===== src/rtl/ps2_light_pkg.sv =====
// Shared types, scan-code constants and the zone decoder
// for the PS/2 house-light command controller.
package ps2_light_pkg;

  typedef enum logic [1:0] {
    IDLE,
    BRK,
    EXT,
    EXT_BRK
  } state_e;

  localparam logic [7:0] SC_BRK  = 8'hF0;
  localparam logic [7:0] SC_EXT  = 8'hE0;
  localparam logic [7:0] SC_UP   = 8'h75;
  localparam logic [7:0] SC_DN   = 8'h72;
  localparam logic [7:0] SC_Z0   = 8'h16;
  localparam logic [7:0] SC_Z1   = 8'h1E;
  localparam logic [7:0] SC_Z2   = 8'h26;
  localparam logic [7:0] SC_Z3   = 8'h25;
  localparam logic [7:0] SC_Z4   = 8'h2E;
  localparam logic [7:0] SC_Z5   = 8'h36;
  localparam logic [7:0] SC_Z6   = 8'h3D;
  localparam logic [7:0] SC_Z7   = 8'h3E;

  // Returns {hit, idx[2:0]}; hit=0 for non-zone codes.
  function automatic logic [3:0] zone_of(
    input logic [7:0] code
  );
    logic [3:0] r;
    r = 4'b0000;
    case (code)
      SC_Z0:   r = 4'b1000;
      SC_Z1:   r = 4'b1001;
      SC_Z2:   r = 4'b1010;
      SC_Z3:   r = 4'b1011;
      SC_Z4:   r = 4'b1100;
      SC_Z5:   r = 4'b1101;
      SC_Z6:   r = 4'b1110;
      SC_Z7:   r = 4'b1111;
      default: r = 4'b0000;
    endcase
    return r;
  endfunction

endpackage


===== src/rtl/ps2_light_ctrl.sv =====
// Scan-code (set 2) to light-zone command controller with
// break/extended prefix tracking and typematic suppression.
module ps2_light_ctrl
  import ps2_light_pkg::*;
#(
  parameter int PREFIX_TIMEOUT = 50000
) (
  input  logic       clock,
  input  logic       reset,
  input  logic       rx_valid,
  input  logic [7:0] rx_data,
  output logic [7:0] lights,
  output logic       cmd_pulse,
  output logic       err_pulse
);

  localparam int TW =
    (PREFIX_TIMEOUT > 1) ? $clog2(PREFIX_TIMEOUT) : 1;
  localparam logic [TW-1:0] TMAX =
    TW'(PREFIX_TIMEOUT - 1);

  state_e        state_q, state_d;
  logic [7:0]    lights_q, lights_d;
  logic [7:0]    held_q, held_d;
  logic          held_up_q, held_up_d;
  logic          held_dn_q, held_dn_d;
  logic          cmd_q, cmd_d;
  logic          err_q, err_d;
  logic [TW-1:0] timer_q, timer_d;

  logic [3:0] zone;
  logic       hit;
  logic [2:0] idx;

  assign zone = zone_of(rx_data);
  assign hit  = zone[3];
  assign idx  = zone[2:0];

  always_comb begin
    state_d   = state_q;
    lights_d  = lights_q;
    held_d    = held_q;
    held_up_d = held_up_q;
    held_dn_d = held_dn_q;
    cmd_d     = 1'b0;
    err_d     = 1'b0;
    timer_d   = (state_q == IDLE) ? '0 : timer_q + 1'b1;
    if (rx_valid) begin
      timer_d = '0;
      case (state_q)
        IDLE: begin
          if (rx_data == SC_BRK) begin
            state_d = BRK;
          end else if (rx_data == SC_EXT) begin
            state_d = EXT;
          end else if (hit) begin
            if (!held_q[idx]) begin
              lights_d[idx] = ~lights_q[idx];
              held_d[idx]   = 1'b1;
              cmd_d         = 1'b1;
            end
          end else begin
            err_d = 1'b1;
          end
        end
        BRK: begin
          if (hit) held_d[idx] = 1'b0;
          state_d = IDLE;
        end
        EXT: begin
          if (rx_data == SC_BRK) begin
            state_d = EXT_BRK;
          end else begin
            state_d = IDLE;
            if (rx_data == SC_UP && !held_up_q) begin
              lights_d  = 8'hFF;
              held_up_d = 1'b1;
              cmd_d     = (lights_q != 8'hFF);
            end else if (rx_data == SC_DN && !held_dn_q) begin
              lights_d  = 8'h00;
              held_dn_d = 1'b1;
              cmd_d     = (lights_q != 8'h00);
            end
          end
        end
        EXT_BRK: begin
          if (rx_data == SC_UP) held_up_d = 1'b0;
          if (rx_data == SC_DN) held_dn_d = 1'b0;
          state_d = IDLE;
        end
        default: state_d = IDLE;
      endcase
    end else if (state_q != IDLE && timer_q == TMAX) begin
      // Abandoned prefix: drop back, keep held bits.
      state_d = IDLE;
      timer_d = '0;
      err_d   = 1'b1;
    end
  end

  always_ff @(posedge clock) begin
    if (reset) begin
      state_q   <= IDLE;
      lights_q  <= 8'h00;
      held_q    <= 8'h00;
      held_up_q <= 1'b0;
      held_dn_q <= 1'b0;
      cmd_q     <= 1'b0;
      err_q     <= 1'b0;
      timer_q   <= '0;
    end else begin
      state_q   <= state_d;
      lights_q  <= lights_d;
      held_q    <= held_d;
      held_up_q <= held_up_d;
      held_dn_q <= held_dn_d;
      cmd_q     <= cmd_d;
      err_q     <= err_d;
      timer_q   <= timer_d;
    end
  end

  assign lights    = lights_q;
  assign cmd_pulse = cmd_q;
  assign err_pulse = err_q;

endmodule


===== config.mk =====
export PLATFORM = sky130hd
export DESIGN_NAME = ps2_light_ctrl
export DESIGN_NICKNAME = d
export VERILOG_FILES = /design/src/rtl/ps2_light_pkg.sv /design/src/rtl/ps2_light_ctrl.sv
export SDC_FILE = /design/constraint.sdc
export NUM_CORES = 1
export LEC_CHECK = 0
export CORE_MARGIN = 2
export CORE_UTILIZATION = 62
export DETAILED_ROUTE_END_ITERATION = 8
export MAX_ROUTING_LAYER = met4
export PLACE_DENSITY_LB_ADDON = 0.1
export SLEW_MARGIN = 5
export SYNTH_ARGS = -nofsm -noshare
export SYNTH_HDL_FRONTEND = slang
export SYNTH_SLANG_ARGS = --single-unit

===== constraint.sdc =====
create_clock -name clock -period 4.6 [get_ports clock]
set_input_delay 1.15 -clock clock [delete_from_list [all_inputs] [get_ports clock]]
set_output_delay 1.15 -clock clock [all_outputs]
set_load 0.005 [all_outputs]

* After elaboration in Yosys (flattened, before gate mapping)
Index checks and enable logic that the tools add are counted.
Cells by class: add/subtract/negate cells 1, $lt $le $gt $ge 2, eq/ne operators 30, multiplexer cells 51, bitwise operators 5, reduce and logical (&&, ||, !) cells 21
Operators with widths (number):
- $mux W8 | 12
- $eq A8 B6 Y1 const B | 6
- $pmux W4 S8 | 1
- $pmux W8 S2 | 2
- $mux W1 | 23
- $ne A2 B2 Y1 const B | 11
- $add A16 B1 Y16 const B | 1
- $eq A16 B16 Y1 const B | 1
- $eq A8 B5 Y1 const B | 2
- $eq A8 B7 Y1 const B | 2
- $eq A8 B8 Y1 const B | 2
- $mux W2 | 5
- $reduce_bool A2 Y1 | 5
- $and A8 B8 Y8 | 1
- $bwmux W8 | 1
- $ne A8 B8 Y1 const B | 1
- $not A8 Y8 | 1
- $or A8 B8 Y8 | 1
- $reduce_and A8 Y1 | 1
- $reduce_bool A8 Y1 | 1
- $reduce_and A7 Y1 | 1
- $bmux W1 S3 | 2
- $pmux W1 S2 | 3
- $pmux W2 S3 | 1
- 16 further kinds | 23
Storage, ports and cells: bits in registers 38, word-level logic and storage cells 118

* Logic depth before layout (Yosys ltp)
depth in word-level cells 12, mapped depth 10

* Least setup slack after synthesis
Ideal clock, no wire load.
kind input to register, start input rx_data[2], end register lights_q[6] (netlist: lights[6]), setup time 0.137 ns, arrival time 3.086 ns, data required time 4.463 ns, setup slack 1.377 ns, stages on the path 9, buffers on the path 2, path through buf_4 -> or3b_1 -> clkbuf_2 -> or4b_1 -> o221a_2 -> a21boi_0 -> o21a_1 -> a21boi_0 -> a211oi_2
Between the ends: cells in the longest elaborated chain, start to end 12, elaborated cells between the ends (all ways) 40
RTL lines:
- start: declaration | line ps2_light_ctrl.sv:11 | input logic [7:0] rx_data,
- $eq A8 B6 Y1 or $eq A8 B5 Y1 (tied branches) | line ps2_light_pkg.sv:31 | case (code)
- $pmux W4 S8 | line ps2_light_pkg.sv:31
- $lt A3 B4 Y1 (not written as such) or $ge A3 B1 Y1 (tied branches) | line ps2_light_ctrl.sv:58 | lights_d[idx] = ~lights_q[idx];
- $logic_and A1 B1 Y1 (not written as such) | line ps2_light_ctrl.sv:58
- $mux W1 (not written as such) | line ps2_light_ctrl.sv:58
- $demux W1 S3 | line ps2_light_ctrl.sv:58
- $bwmux W8 | line ps2_light_ctrl.sv:58
- $mux W8 | line ps2_light_ctrl.sv:57 | if (!held_q[idx]) begin
- $mux W8 | line ps2_light_ctrl.sv:56 | end else if (hit) begin
- $mux W8 | line ps2_light_ctrl.sv:54 | end else if (rx_data == SC_EXT) begin
- $mux W8 | line ps2_light_ctrl.sv:52 | if (rx_data == SC_BRK) begin
- $pmux W8 S2 | line ps2_light_ctrl.sv:50 | case (state_q)
- end signal: assignment | line ps2_light_ctrl.sv:113 | lights_q <= lights_d;
- end: declaration | line ps2_light_ctrl.sv:23 | logic [7:0] lights_q, lights_d;
Several ways; a longest one is shown, not always the timed one. The select of a mux whose other input is x is not followed. A chain may end at the register's enable or synchronous reset.

* Final worst setup path
start input rx_data[4], end register lights_q[5] (netlist: lights[5])
Same word-level chain as after synthesis.

==> report_table.html <==
<table>
<tr><th>Metric</th><th>Value</th></tr>
<tr><th colspan="2">Status</th></tr>
<tr><td>Result of the run</td><td>finished, final reports clean</td></tr>
<tr><th colspan="2">Routing</th></tr>
<tr><td>Starting DRC count in detailed routing</td><td>between 200 and 250</td></tr>
<tr><td>Number of vias after detailed routing</td><td>2141</td></tr>
<tr><td>Final WL</td><td>5.67 mm</td></tr>
<tr><td>Number of nets with antenna violations after detailed routing</td><td>0</td></tr>
<tr><td>DRC viols</td><td>0</td></tr>
<tr><td>Via-to-Cell Ratio</td><td>6.19</td></tr>
<tr><td>Average routed wire per standard cell</td><td>about 16 µm</td></tr>
<tr><td>First-pass iteration count of the detailed router</td><td>5</td></tr>
<tr><th colspan="2">Global route</th></tr>
<tr><td>Final global-route overflow total</td><td>0</td></tr>
<tr><td>First-pass GRT wire length</td><td>9.65 mm</td></tr>
<tr><td>Number of global-route vias before repair</td><td>1930</td></tr>
<tr><td>Maximum number of pins on one net before global-route repair</td><td>25</td></tr>
<tr><td>Number of antenna violations at the first check in global routing</td><td>0</td></tr>
<tr><td>GRT Overall Usage</td><td>0.304</td></tr>
<tr><th colspan="2">Worst setup path</th></tr>
<tr><td>Nature of the critical path startpoint</td><td>primary input</td></tr>
<tr><td>Crit path max fanout</td><td>10</td></tr>
<tr><td>CP arrival</td><td>3.91 ns</td></tr>
<tr><td>Req. time, crit path</td><td>4.73 ns</td></tr>
<tr><td>Critical Setup Path Class</td><td>primary input to flip-flop</td></tr>
<tr><td>Critical path capture point type</td><td>flip-flop</td></tr>
<tr><th colspan="2">STA</th></tr>
<tr><td>Tmin final</td><td>3.78 ns</td></tr>
<tr><td>Max_slew headroom</td><td>0.407</td></tr>
<tr><td>Final Max Slew Viols</td><td>0</td></tr>
<tr><td>Max Freq</td><td>264 MHz</td></tr>
<tr><td>Setup repair after global routing missed its margin</td><td>no</td></tr>
<tr><td>Final hold violation count</td><td>0</td></tr>
<tr><td>Final total negative setup slack</td><td>0 ns</td></tr>
<tr><td>Final critical-path setup slack</td><td>0.818 ns</td></tr>
<tr><td>Transition at the pin with the smallest max-transition slack</td><td>0.887 ns</td></tr>
<tr><td>Maximum clock skew at final layout</td><td>0.00460 ns</td></tr>
<tr><td>Worst Hold Margin</td><td>approximately 0.47 ns</td></tr>
<tr><td>Final period util</td><td>0.822</td></tr>
<tr><td>Endpoints failing setup</td><td>0</td></tr>
<tr><th colspan="2">Clock network</th></tr>
<tr><td>TritonCTS Buffers</td><td>5</td></tr>
<tr><td>Hold Buf Count CTS</td><td>0</td></tr>
<tr><td>CTS tree</td><td>built</td></tr>
<tr><td>Post-CTS Repair Setup Buffers</td><td>0</td></tr>
<tr><td>Bufs on Longest Clock Path</td><td>2</td></tr>
<tr><td>Clock net sink count</td><td>38</td></tr>
<tr><td>CTS Root Cell</td><td>clkbuf_8</td></tr>
<tr><td>CTS-repair resized insts</td><td>0</td></tr>
<tr><td>Reg clk slew, reported paths</td><td>~0.070 ns</td></tr>
<tr><td>Clock latency on the worst-skew pair</td><td>approximately 0.29 ns</td></tr>
<tr><td>Number of levels in the clock H-tree</td><td>2</td></tr>
<tr><th colspan="2">Synth</th></tr>
<tr><td>Number of warnings issued by yosys</td><td>0</td></tr>
<tr><td>Number of flops mapped to enable cells by yosys</td><td>0</td></tr>
<tr><td>Dominant register cell in the synthesized netlist</td><td>dfxtp_1</td></tr>
<tr><td>Top cell type by total area after synthesis</td><td>dfxtp_1</td></tr>
<tr><td>Portion of synthesized cell area occupied by the leading cell type</td><td>0.332</td></tr>
<tr><td>Top post-synthesis cells by area</td><td>dfxtp_1 (33%), nor2_1 (6.4%), mux2i_1 (5.2%)</td></tr>
<tr><td>Sequential cell area fraction in the yosys report</td><td>0.332</td></tr>
<tr><td>Post-Synthesis Cell Area</td><td>2290 µm²</td></tr>
<tr><td>Count of mapped cells out of synthesis</td><td>281</td></tr>
<tr><td>Mean instance size in the synthesized netlist</td><td>8.16 µm²</td></tr>
<tr><td>Total of flip-flops plus latches after synthesis</td><td>38</td></tr>
<tr><td>Async SR Flop Fraction</td><td>0</td></tr>
<tr><td>Post-synthesis cell type count</td><td>57</td></tr>
<tr><td>Net Count, Synth</td><td>293</td></tr>
<tr><th colspan="2">Place</th></tr>
<tr><td>IO buf count</td><td>20</td></tr>
<tr><td>Placer's final routability congestion estimate</td><td>roughly 1.0</td></tr>
<tr><td>Detail Placement HPWL</td><td>4.14 mm</td></tr>
<tr><td>Pre-CTS setup slack</td><td>0.570 ns</td></tr>
<tr><th colspan="2">Die</th></tr>
<tr><td>Die area</td><td>around 4200 µm²</td></tr>
<tr><td>Die Wd</td><td>64.8 µm</td></tr>
<tr><td>Standard-cell rows</td><td>22</td></tr>
<tr><td>Core area</td><td>3610 µm²</td></tr>
<tr><td>Initial Util</td><td>0.636</td></tr>
<tr><td>Top Ports</td><td>21</td></tr>
<tr><td>Die height</td><td>64.8 µm</td></tr>
<tr><th colspan="2">Cells and area</th></tr>
<tr><td>Layout net count</td><td>310</td></tr>
<tr><td>Diodes inserted</td><td>0</td></tr>
<tr><td>Proportion of layout cells with a drive suffix above 1</td><td>0.0839</td></tr>
<tr><td>Area growth, synth to finish</td><td>12.7%</td></tr>
<tr><th colspan="2">Min path</th></tr>
<tr><td>Worst min path class</td><td>flip-flop to flip-flop</td></tr>
<tr><th colspan="2">Pwr</th></tr>
<tr><td>Cell Pwr Density</td><td>229 nW/µm²</td></tr>
<tr><td>Pleak</td><td>0.000865 µW</td></tr>
<tr><td>IR drop worst, VDD</td><td>0.000168 V</td></tr>
<tr><th colspan="2">Run</th></tr>
<tr><td>Max cap viols</td><td>0</td></tr>
</table>
## routing by layer
layer / vias up / GRT usage / routed length, µm
met5: - / - / 0
met1: 978 / 0.431 / 2670
met3: 14 / 0.0608 / 381
li1: 1058 / - / -
met4: 0 / 0.114 / 133
met2: 91 / 0.428 / 2480
## worst max-delay path: stages
cell	delay [ns]
clkdlybuf4s50_1	0.62
xor2_1	0.25
or3b_1	0.41
a31o_1	0.27
a2111o_2	0.53
o21ai_4	0.14
and3_1	0.38
a211oi_1	0.16
## cells in the final DEF, fill, tap and decap left out, types with 3 or more instances in the layout
master / instances
xnor2_1: 7
buf_4: 5
o21ai_0: 6
nand3_1: 13
nand4_1: 9
dfxtp_1: 38
a31oi_1: 11
nor2_1: 39
a211oi_1: 3
a21boi_0: 3
inv_1: 5
nand2_1: 24
xor2_1: 8
nor2b_1: 4
mux2i_1: 12
nand2b_1: 16
a211oi_2: 5
clkbuf_8: 5
or3_1: 3
nand3b_1: 3
clkdlybuf4s50_1: 20
nor4_1: 4
nor3_1: 13
and3_1: 3
## through the flow
step	instances	util	power [µW]	instance area, µm²
floorplan	281	-	366	2290
global placement	339	0.695	384	2500
detailed placement	339	0.695	384	2500
CTS	346	0.717	596	2580
global route	346	0.717	618	2580
finish	346	0.717	592	2580
## final cells by class
type	count	area (µm²)
clock buffer	5	68.8
clock inverter	2	10.0
fill	305	1020
inverter	5	18.8
multi-input combinational	223	1430
sequential	38	761
tap	48	60.1
timing repair buffer	25	238
## power by group
part	total [µW]	switching (µW)	internal, µW
clock network	214	113	102
logic	47.6	27.0	20.6
registers	330	0.537	330
total	592	140	452
## synth_stat cells (6+ instances only)
cell type / number
o21ai_0: 6
nand3_1: 13
xor2_1: 8
mux2i_1: 12
nand2_1: 24
dfxtp_1: 38
clkbuf_1: 7
nand4_1: 9
nor3_1: 13
nand2b_1: 16
xnor2_1: 7
a31oi_1: 11
nor2_1: 39
## path summary, 6_finish.rpt
check / from / endpoint / slack, ns / cells after the start
setup reg to reg: state_q[0] / lights[5] / 2.27 / 7
hold reg to reg: timer_q[0] / timer_q[0] / 0.47 / 1
setup / recovery: rx_data[4] / lights[5] / 0.82 / 8
hold / removal: timer_q[0] / timer_q[0] / 0.47 / 1
## cell families (layout without fill, tap and decap cells)
logic type               after synthesis  count (layout)  synth area share
AND/OR/NAND/NOR                      144             144             0.329
AO/OA/AOI/OAI                         51              51             0.178
flip-flops                            38              38             0.332
buffers and inverters                 20              37            0.0458
XOR/XNOR                              15              15            0.0573
multiplexers                          12              12            0.0524
adder cells (fa/ha/maj)                1               1           0.00545
(Power assumes the default switching activity.)
